`src/rtl/mod_writeback.sv`:
```
// Writeback stage: retires EX/WB entries into the register file, splits IMUL into RAX then RDX writes.
// Optional MOD_WRITEBACK_RETIRE_CNT_EN adds a 64-bit retire_count output.
module mod_writeback (
  input  logic        clk,
  input  logic        reset_n,
  input  logic        enable_writeback,
  output logic        wb_ready,
  input  logic [63:0] rip_exwb,
  input  logic [1:0]  dep_exwb,
  input  logic        sim_end_signal_exwb,
  input  logic [63:0] alu_result_exwb,
  input  logic [63:0] alu_ext_result_exwb,
  input  logic [3:0]  regByte_contents_exwb,
  input  logic [3:0]  rmByte_contents_exwb,
  input  logic [7:0]  opcode_exwb,
  input  logic [63:0] rflags,
`ifdef MOD_WRITEBACK_RETIRE_CNT_EN
  output logic [63:0] retire_count,
`endif
  output logic        rf_we,
  output logic [3:0]  rf_waddr,
  output logic [63:0] rf_wdata,
  output logic [63:0] rflags_seq,
  output logic        commit_valid,
  output logic [63:0] commit_rip,
  output logic        sim_done
);

  typedef enum logic [1:0] {RUN, EXT, HALT} state_t;

  state_t      state, state_nx;
  logic        accept;
  logic        is_imul;
  logic        is_jcc;
  logic [63:0] ext_hold;
  logic        sim_end_hold;

  assign wb_ready = (state == RUN);
  assign accept   = enable_writeback && wb_ready;
  assign is_imul  = (opcode_exwb == 8'd247);
  assign is_jcc   = (opcode_exwb == 8'd116) || (opcode_exwb == 8'd125);

  always_comb begin
    state_nx = state;
    case (state)
      RUN: begin
        if (accept) begin
          if (sim_end_signal_exwb) state_nx = HALT;
          else if (is_imul)        state_nx = EXT;
        end
      end
      EXT:     state_nx = sim_end_hold ? HALT : RUN;
      HALT:    state_nx = HALT;
      default: state_nx = RUN;
    endcase
  end

  always_ff @(posedge clk or negedge reset_n) begin
    if (!reset_n) state <= RUN;
    else          state <= state_nx;
  end

  always_ff @(posedge clk or negedge reset_n) begin
    if (!reset_n) begin
      rf_we        <= 1'b0;
      rf_waddr     <= 4'd0;
      rf_wdata     <= 64'd0;
      commit_valid <= 1'b0;
      commit_rip   <= 64'd0;
      sim_done     <= 1'b0;
      rflags_seq   <= 64'h2;
      ext_hold     <= 64'd0;
      sim_end_hold <= 1'b0;
    end else if (accept) begin
      rf_we        <= !is_jcc;
      rf_wdata     <= alu_result_exwb;
      commit_valid <= 1'b1;
      commit_rip   <= rip_exwb;
      rflags_seq   <= (rflags | 64'h2) & ~64'h28;
      ext_hold     <= alu_ext_result_exwb;
      sim_end_hold <= sim_end_signal_exwb;
      if (sim_end_signal_exwb) sim_done <= 1'b1;
      if (is_imul)                 rf_waddr <= 4'd0;
      else if (dep_exwb == 2'd2)   rf_waddr <= regByte_contents_exwb;
      else                         rf_waddr <= rmByte_contents_exwb;
    end else if (state == EXT) begin
      // Second half of IMUL: upper result to RDX, not a separate retirement
      rf_we        <= 1'b1;
      rf_waddr     <= 4'd2;
      rf_wdata     <= ext_hold;
      commit_valid <= 1'b0;
      if (sim_end_hold) sim_done <= 1'b1;
    end else begin
      rf_we        <= 1'b0;
      commit_valid <= 1'b0;
    end
  end

`ifdef MOD_WRITEBACK_RETIRE_CNT_EN
  always_ff @(posedge clk or negedge reset_n) begin
    if (!reset_n)          retire_count <= 64'd0;
    else if (commit_valid) retire_count <= retire_count + 64'd1;
  end
`endif

endmodule

```
`config.mk`:
```
export PLATFORM = sky130hd
export DESIGN_NAME = mod_writeback
export DESIGN_NICKNAME = d
export VERILOG_FILES = /design/src/rtl/mod_writeback.sv
export SDC_FILE = /design/constraint.sdc
export NUM_CORES = 1
export LEC_CHECK = 0
export BUFFER_PORTS_ARGS = -buffer_cell sky130_fd_sc_hd__buf_2
export CAP_MARGIN = 25
export CORE_ASPECT_RATIO = 1.4
export CORE_MARGIN = 4
export CORE_UTILIZATION = 25
export DETAILED_ROUTE_END_ITERATION = 8
export GPL_TIMING_DRIVEN = 0
export PLACE_DENSITY_LB_ADDON = 0.1
export SLEW_MARGIN = 40
export SYNTH_ARGS = -nofsm -noshare
export SYNTH_HDL_FRONTEND = slang
export SYNTH_SLANG_ARGS = --single-unit
export TNS_END_PERCENT = 5
```
`constraint.sdc`:
```
create_clock -name clk -period 1.1 [get_ports clk]
set_input_delay 0.11 -clock clk [delete_from_list [all_inputs] [get_ports clk]]
set_output_delay 0.11 -clock clk [all_outputs]
set_load 0.02 [all_outputs]
```
==> results.sh, run 1 <==
export IMPL_slew_viol_final=0
export IMPL_netSwitchingFraction_pct=23.0
export IMPL_violations="setup timing"
export IMPL_die_area_sq_um=44400
export IMPL_final_common_cell="nand2_1"
export IMPL_end_kind="flop"
export IMPL_seq_area_frac_synth_pct=64.1
export IMPL_routedWlPerCell_microns=16.8
export IMPL_intPower_uw=16800
export IMPL_clock_skew_ns=0.00881
export IMPL_row_count=87
export IMPL_port_buffers=471
export IMPL_syn_avg_cell_area_sq_um=9.10
export IMPL_clockPowerShare_pct=44.8
export IMPL_hold_path_class="in2async"
export IMPL_slew_headroom_pct=54.8
export IMPL_hpwlAfterDp_mm=29.7
export IMPL_vias_per_cell=4.23
export IMPL_clock_root_buffer="clkbuf_16"
export IMPL_crit_type="reg2reg"
export IMPL_min_period_ns=1.39
export IMPL_grt_max_degree=70
export IMPL_finalSetupViolations=459
export IMPL_grt_pass1_wl_mm=62.5
export IMPL_cp_data_required_time_ns=1.54
export IMPL_slowest_delay_ns=0.41
export IMPL_wl_mm=41.5
export IMPL_synth_distinct_cells=28
export IMPL_cp_slowest_cell="dfrtp_1"
export IMPL_setup_worst_path_start_class="flop"
export IMPL_num_vias=10442
export IMPL_leakage_uw=0.00985
export IMPL_drive_gt1_share_pct=32.3
export IMPL_yosys_area_top_type="dfrtp_1"
export IMPL_grt_pass1_vias=11189
export IMPL_final_cell_mix="nand2_1, buf_2, dlygate4sd3_1"
export IMPL_antenna_left=0
export IMPL_pwr_share_seq_pct=45.3
export IMPL_crit_chain="nor2_4 -> nand2_4 -> clkinv_8 -> mux2_4 -> a21o_1"
export IMPL_synth_cells=1128
export IMPL_power_switching_uw=5010
export IMPL_area_growth_pct=78.3
export IMPL_ys_ff_latch=263
export IMPL_h_tree_depth=1
export IMPL_fp_dieW_microns=179
export IMPL_arrival_ns=1.83
export IMPL_fillers=3960
export IMPL_clk_pin_slew_worst_paths_ns=0.06
export IMPL_cts_tree="built"
export IMPL_hold_viol=0
export IMPL_ir_drop_v=0.00102
export IMPL_antenna_found_initial=1
export IMPL_core_area_sq_um=40400
export IMPL_track_usage_pct=18.0
export IMPL_run_status="complete, but fails checks"
export IMPL_clk_latency_ns=0.56
export IMPL_netlist_area_sq_um=10300
export IMPL_start_util_pct=25.4
export IMPL_worstPathMaxFanout=9
export IMPL_max_freq_ghz=0.721
export IMPL_clock_sinks=263
export IMPL_finalWorstSetupSlack_ns=-0.287
export IMPL_drt_iter0_drc=459
export IMPL_holdWs_ns=0.0150
export IMPL_drv_cap=0
export IMPL_layout_cells_non_filler=2468
export IMPL_dr_pass1_iters=4
export IMPL_synth_area_leaders="dfrtp_1, nand2_1, a31oi_1"
export IMPL_power_uw=21800
export IMPL_yosys_area_top_type_share_pct=64.1
export IMPL_numCtsBuffers=30
export IMPL_fin_nets=2188
export IMPL_period_share_pct=126
export IMPL_clockBufferDepth=3
export IMPL_io_pins=478
export IMPL_gr_total_overflow=0
export IMPL_rsz0062_at_grt="yes"
export IMPL_combinationalPowerShare_pct=9.9
export IMPL_drc_errors=0
export IMPL_gp_congestion=0.764
export IMPL_tightest_slew_ns=0.673
export IMPL_synth_warnings=0
export IMPL_die_y_microns=248
export IMPL_dp_cells=2138
export IMPL_power_density_nw_per_um2=1190
==> metrics by stage <==
step           instance area [sq um]  worst slack, ns  utilization, %  setup TNS, ns
3_5_place_dp                   13400           -0.727            33.3        -116.72
5_1_grt                        18300           -0.346            45.3        -100.60
6_report                       18300           -0.287            45.3         -70.58
4_1_cts                        17600           -0.324            43.5         -98.59
2_1_floorplan                  10300           -0.221               -         -38.64
3_3_place_gp                   13300            -5.49            33.0       -1551.52
==> synth_stat cells (all sizes together) <==
master / instances
dfrtp: 263
a21o: 1
nor2: 44
conb: 2
inv: 1
buf: 51
clkbuf: 19
o21ai: 28
or2: 1
mux2: 2
nand2: 638
a22oi: 24
mux2i: 3
nand3b: 1
xor2: 1
or4b: 1
a31oi: 40
nand4: 1
a2bb2oi: 1
nor3: 2
a21oi: 2
nor2b: 2
==> metal layers <==
layer,track usage [%],routed length [microns],up-vias,share of wire (%)
li1,-,-,5109,-
met1,20.7,15800,4892,38
met2,31.9,20900,348,51
met3,3.96,2800,93,6.8
met4,7.78,1940,0,4.7
met5,0,0,-,0
==> area by class of cell <==
cell class | instances | area, sq um | area share [%]
well taps | 534 | 668 | 3.65
diodes | 2 | 5.00 | 0.0274
inverters | 1 | 16.3 | 0.0889
plain buffers | 70 | 754 | 4.12
repair buffers | 749 | 5910 | 32.3
clock buffers | 48 | 890 | 4.86
multi-input cells | 795 | 3410 | 18.7
flip-flops and latches | 263 | 6580 | 36.0
clock inverters | 6 | 61.3 | 0.335
==> cell families after synthesis <==
kind of cell / count (synthesis) / share of synthesized area [%]
AND/OR/NAND/NOR: 690 / 25.6
AO/OA/AOI/OAI: 96 / 5.85
flip-flops: 263 / 64.1
other: 2 / 0.0732
XOR/XNOR: 1 / 0.0854
multiplexers: 5 / 0.512
buffers and inverters: 71 / 3.74
==> power by group through the flow <==
stage / registers [uW] / logic [uW] / clock network (uW)
6_report: 9880 / 2170 / 9770
5_1_grt: 9890 / 2370 / 10500
4_1_cts: 9870 / 2140 / 10200
3_5_place_dp: 10000 / 1320 / 0
3_3_place_gp: 10000 / 1260 / 0
2_1_floorplan: 10200 / 192 / 0
==> path summary, 6_finish.rpt <==
check | startpoint | to | slack [ns] | cells past startpoint
worst min-delay path | reset_n | rf_wdata[29] | 0.01 | 2
worst min register to register | sim_done | sim_done | 0.45 | 1
min in group clk | opcode_exwb[3] | state[0] | 0.02 | 3
worst max register to register | state[0] | sim_done | -0.29 | 5
max in group asynchronous | reset_n | commit_rip[19] | 0.14 | 4
worst max-delay path | state[0] | sim_done | -0.29 | 5
==> state kept, by name, indices dropped and copies added (netlist names) <==
name	count
rf_we	1
commit_rip	64
rf_wdata	64
ext_hold	64
rf_waddr	4
sim_end_hold	1
sim_done	1
rflags_seq	61
state	2
commit_valid	1
==> timing repair <==
action                                 4_1_cts  5_1_grt
pin swaps                                    5        5
endpoints found under the hold margin      391        0
hold buffers                               265        0
gates cloned                                 0        1
buffers inserted                             3        5
setup endpoints to repair                  460      560
resized for setup                          179      220
==> worst max-delay path, delay by kind of cell, from the launching register on <==
family / cells / cell delay [ns]
DFF: 1 / 0.41
muxes: 1 / 0.33
AOI/OAI and AO/OA: 1 / 0.16
and+or+nand+nor: 2 / 0.26
buffers and inverters: 1 / 0.11
Power figures use the tool's default switching activity.
==> run 2: changes to the inputs <==
--- a/config.mk
+++ b/config.mk
@@ -5,7 +5,7 @@
 export SDC_FILE = /design/constraint.sdc
 export NUM_CORES = 1
 export LEC_CHECK = 0
-export BUFFER_PORTS_ARGS = -buffer_cell sky130_fd_sc_hd__buf_2
+export BUFFER_PORTS_ARGS = -buffer_cell sky130_fd_sc_hd__buf_4
 export CAP_MARGIN = 25
 export CORE_ASPECT_RATIO = 1.4
 export CORE_MARGIN = 4
==> constraint.sdc (replaced) <==
create_clock -name clk -period 1.7 [get_ports clk]
set_input_delay 0.17 -clock clk [delete_from_list [all_inputs] [get_ports clk]]
set_output_delay 0.17 -clock clk [all_outputs]
set_load 0.02 [all_outputs]
==> run 2 against run 1 <==
Net effect: utilization fell by 0.059 points; clock power fell by 33%; clock-buffer cell count fell by 3; setup slack improved by 0.37 ns; first-iteration DRC count fell by 21%; the flow now finishes without violations; register-to-register slack improved by 0.37 ns; sequential power fell by 35%; routed wire length fell by 0.14%; total power fell by 33%; cell area fell by 0.13%; die area did not move.
==> results.sh, run 2 (same netlist as run 1, synthesis figures left out) <==
export IMPL_h_tree_depth=1
export IMPL_holdWs_ns=0.0495
export IMPL_drv_cap=0
export IMPL_num_vias=10403
export IMPL_top_layer="met4"
export IMPL_hpwlAfterDp_mm=30.2
export IMPL_rsz0062_at_grt="yes"
export IMPL_numCtsBuffers=30
export IMPL_grt_max_degree=69
export IMPL_wl_mm=41.4
export IMPL_crit_type="reg2reg"
export IMPL_grt_pass1_vias=11016
export IMPL_gp_congestion=0.769
export IMPL_crit_chain="buf_2 -> nor2_4 -> clkbuf_1 -> a31oi_1"
export IMPL_antenna_left=0
export IMPL_final_cell_mix="nand2_1, buf_4, dlygate4sd3_1"
export IMPL_slowest_delay_ns=0.49
export IMPL_end_kind="flop"
export IMPL_routedWlPerCell_microns=16.8
export IMPL_clock_root_buffer="clkbuf_16"
export IMPL_clock_skew_ns=0.00691
export IMPL_power_density_nw_per_um2=796
export IMPL_die_y_microns=248
export IMPL_wl_met3_mm=2.96
export IMPL_dr_pass1_iters=4
export IMPL_start_util_pct=25.4
export IMPL_fin_nets=2179
export IMPL_path_delay_family="buffers and inverters"
export IMPL_row_count=87
export IMPL_area_growth_pct=78.1
export IMPL_clock_sinks=263
export IMPL_period_share_pct=95.4
export IMPL_setup_worst_path_start_class="flop"
export IMPL_arrival_ns=2.01
export IMPL_cp_data_required_time_ns=2.09
export IMPL_clk_latency_ns=0.55
export IMPL_min_period_ns=1.62
export IMPL_vias_per_cell=4.23
export IMPL_cts_tree="built"
export IMPL_ir_drop_v=0.000714
export IMPL_port_buffers=471
export IMPL_gr_total_overflow=0
export IMPL_track_usage_pct=17.8
export IMPL_run_status="completed"
export IMPL_slew_headroom_pct=61.7
export IMPL_grt_pass1_wl_mm=62.4
export IMPL_clockBufferDepth=3
export IMPL_die_area_sq_um=44400
export IMPL_drive_gt1_share_pct=30.4
export IMPL_core_area_sq_um=40400
export IMPL_drc_errors=0
export IMPL_wl_met1_mm=15.7
export IMPL_max_freq_ghz=0.616
export IMPL_crit_buf_inv=2
export IMPL_dr_wl_met2_mm=21.4
export IMPL_hold_viol=0
export IMPL_fp_dieW_microns=179
export IMPL_hold_path_class="in2reg"
export IMPL_io_pins=478
export IMPL_finalSetupViolations=0
export IMPL_cp_slowest_cell="clkbuf_1"
export IMPL_fillers=3994
export IMPL_dpl_worst_slack_ns=-0.0220
export IMPL_drt_iter0_drc=363
export IMPL_final_common_cell="nand2_1"
export IMPL_cts_setup_buffers=0
export IMPL_tightest_slew_ns=0.574
export IMPL_antenna_found_initial=1
export IMPL_slew_viol_final=0
export IMPL_finalWorstSetupSlack_ns=0.0777
export IMPL_leakage_uw=0.00984
export IMPL_worstPathMaxFanout=10
export IMPL_reg_top3="commit_rip (64), ext_hold (64), rf_wdata (64)"
export IMPL_clk_pin_slew_worst_paths_ns=0.06
run 2: repair_timing:
item	4_1_cts	5_1_grt
hold endpoints to repair	322	0
pin swaps	0	0
setup endpoints to repair	6	188
resized for setup	1	16
hold buffers	266	0
run 2: area by class of cell:
cell class / instances / area [sq um] / share of cell area, %
Tap cell: 534 / 668 / 3.66
Timing Repair Buffer: 740 / 6290 / 34.4
Sequential cell: 263 / 6580 / 36.0
Buffer: 70 / 409 / 2.24
Clock buffer: 45 / 938 / 5.14
Inverter: 1 / 3.75 / 0.0205
Antenna cell: 1 / 2.50 / 0.0137
Clock inverter: 10 / 81.3 / 0.445
Multi-Input combinational cell: 795 / 3300 / 18.1
run 2: routing by layer:
metal,GRT usage (%),vias to the layer above
met4,5.87,0
met5,0,-
met2,32.4,340
met1,20.7,4898
met3,3.96,64
li1,-,5101
run 2: final timing paths:
| check | from | slack [ns] | cells after the start | endpoint |
|---|---|---|---|---|
| worst max-delay path | state[1] | 0.08 | 4 | rf_wdata[36] |
| worst min-delay path | opcode_exwb[3] | 0.05 | 3 | state[0] |
| worst max register to register | state[1] | 0.08 | 4 | rf_wdata[36] |
| min in group asynchronous | reset_n | 0.16 | 2 | rf_wdata[17] |
| max in group asynchronous | reset_n | 0.39 | 4 | ext_hold[58] |
| worst min register to register | ext_hold[38] | 0.46 | 2 | ext_hold[38] |
run 2: tightest hold or removal path, cell delays in order:
cell	delay [ns]
buf_4	0.09
or4b_1	0.23
nor3_1	0.07
run 2: power by group:
group	internal, uW	total, uW	switching, uW
Combinational	983	1560	576
Clock	3940	6590	2650
Sequential	6340	6390	46.0
Total	11300	14500	3270
run 2: per-stage QoR:
stage	instances	TNS, ns	total power, uW	instance area (sq um)	utilization [%]
2_1_floorplan	1129	0	6720	10300	-
3_3_place_gp	2134	-529.23	7520	14500	35.8
3_5_place_dp	2137	-0.0549	7550	14600	36.1
4_1_cts	2458	0	14800	18200	45.2
5_1_grt	2458	-0.922	15200	18300	45.2
6_report	2459	0	14500	18300	45.2
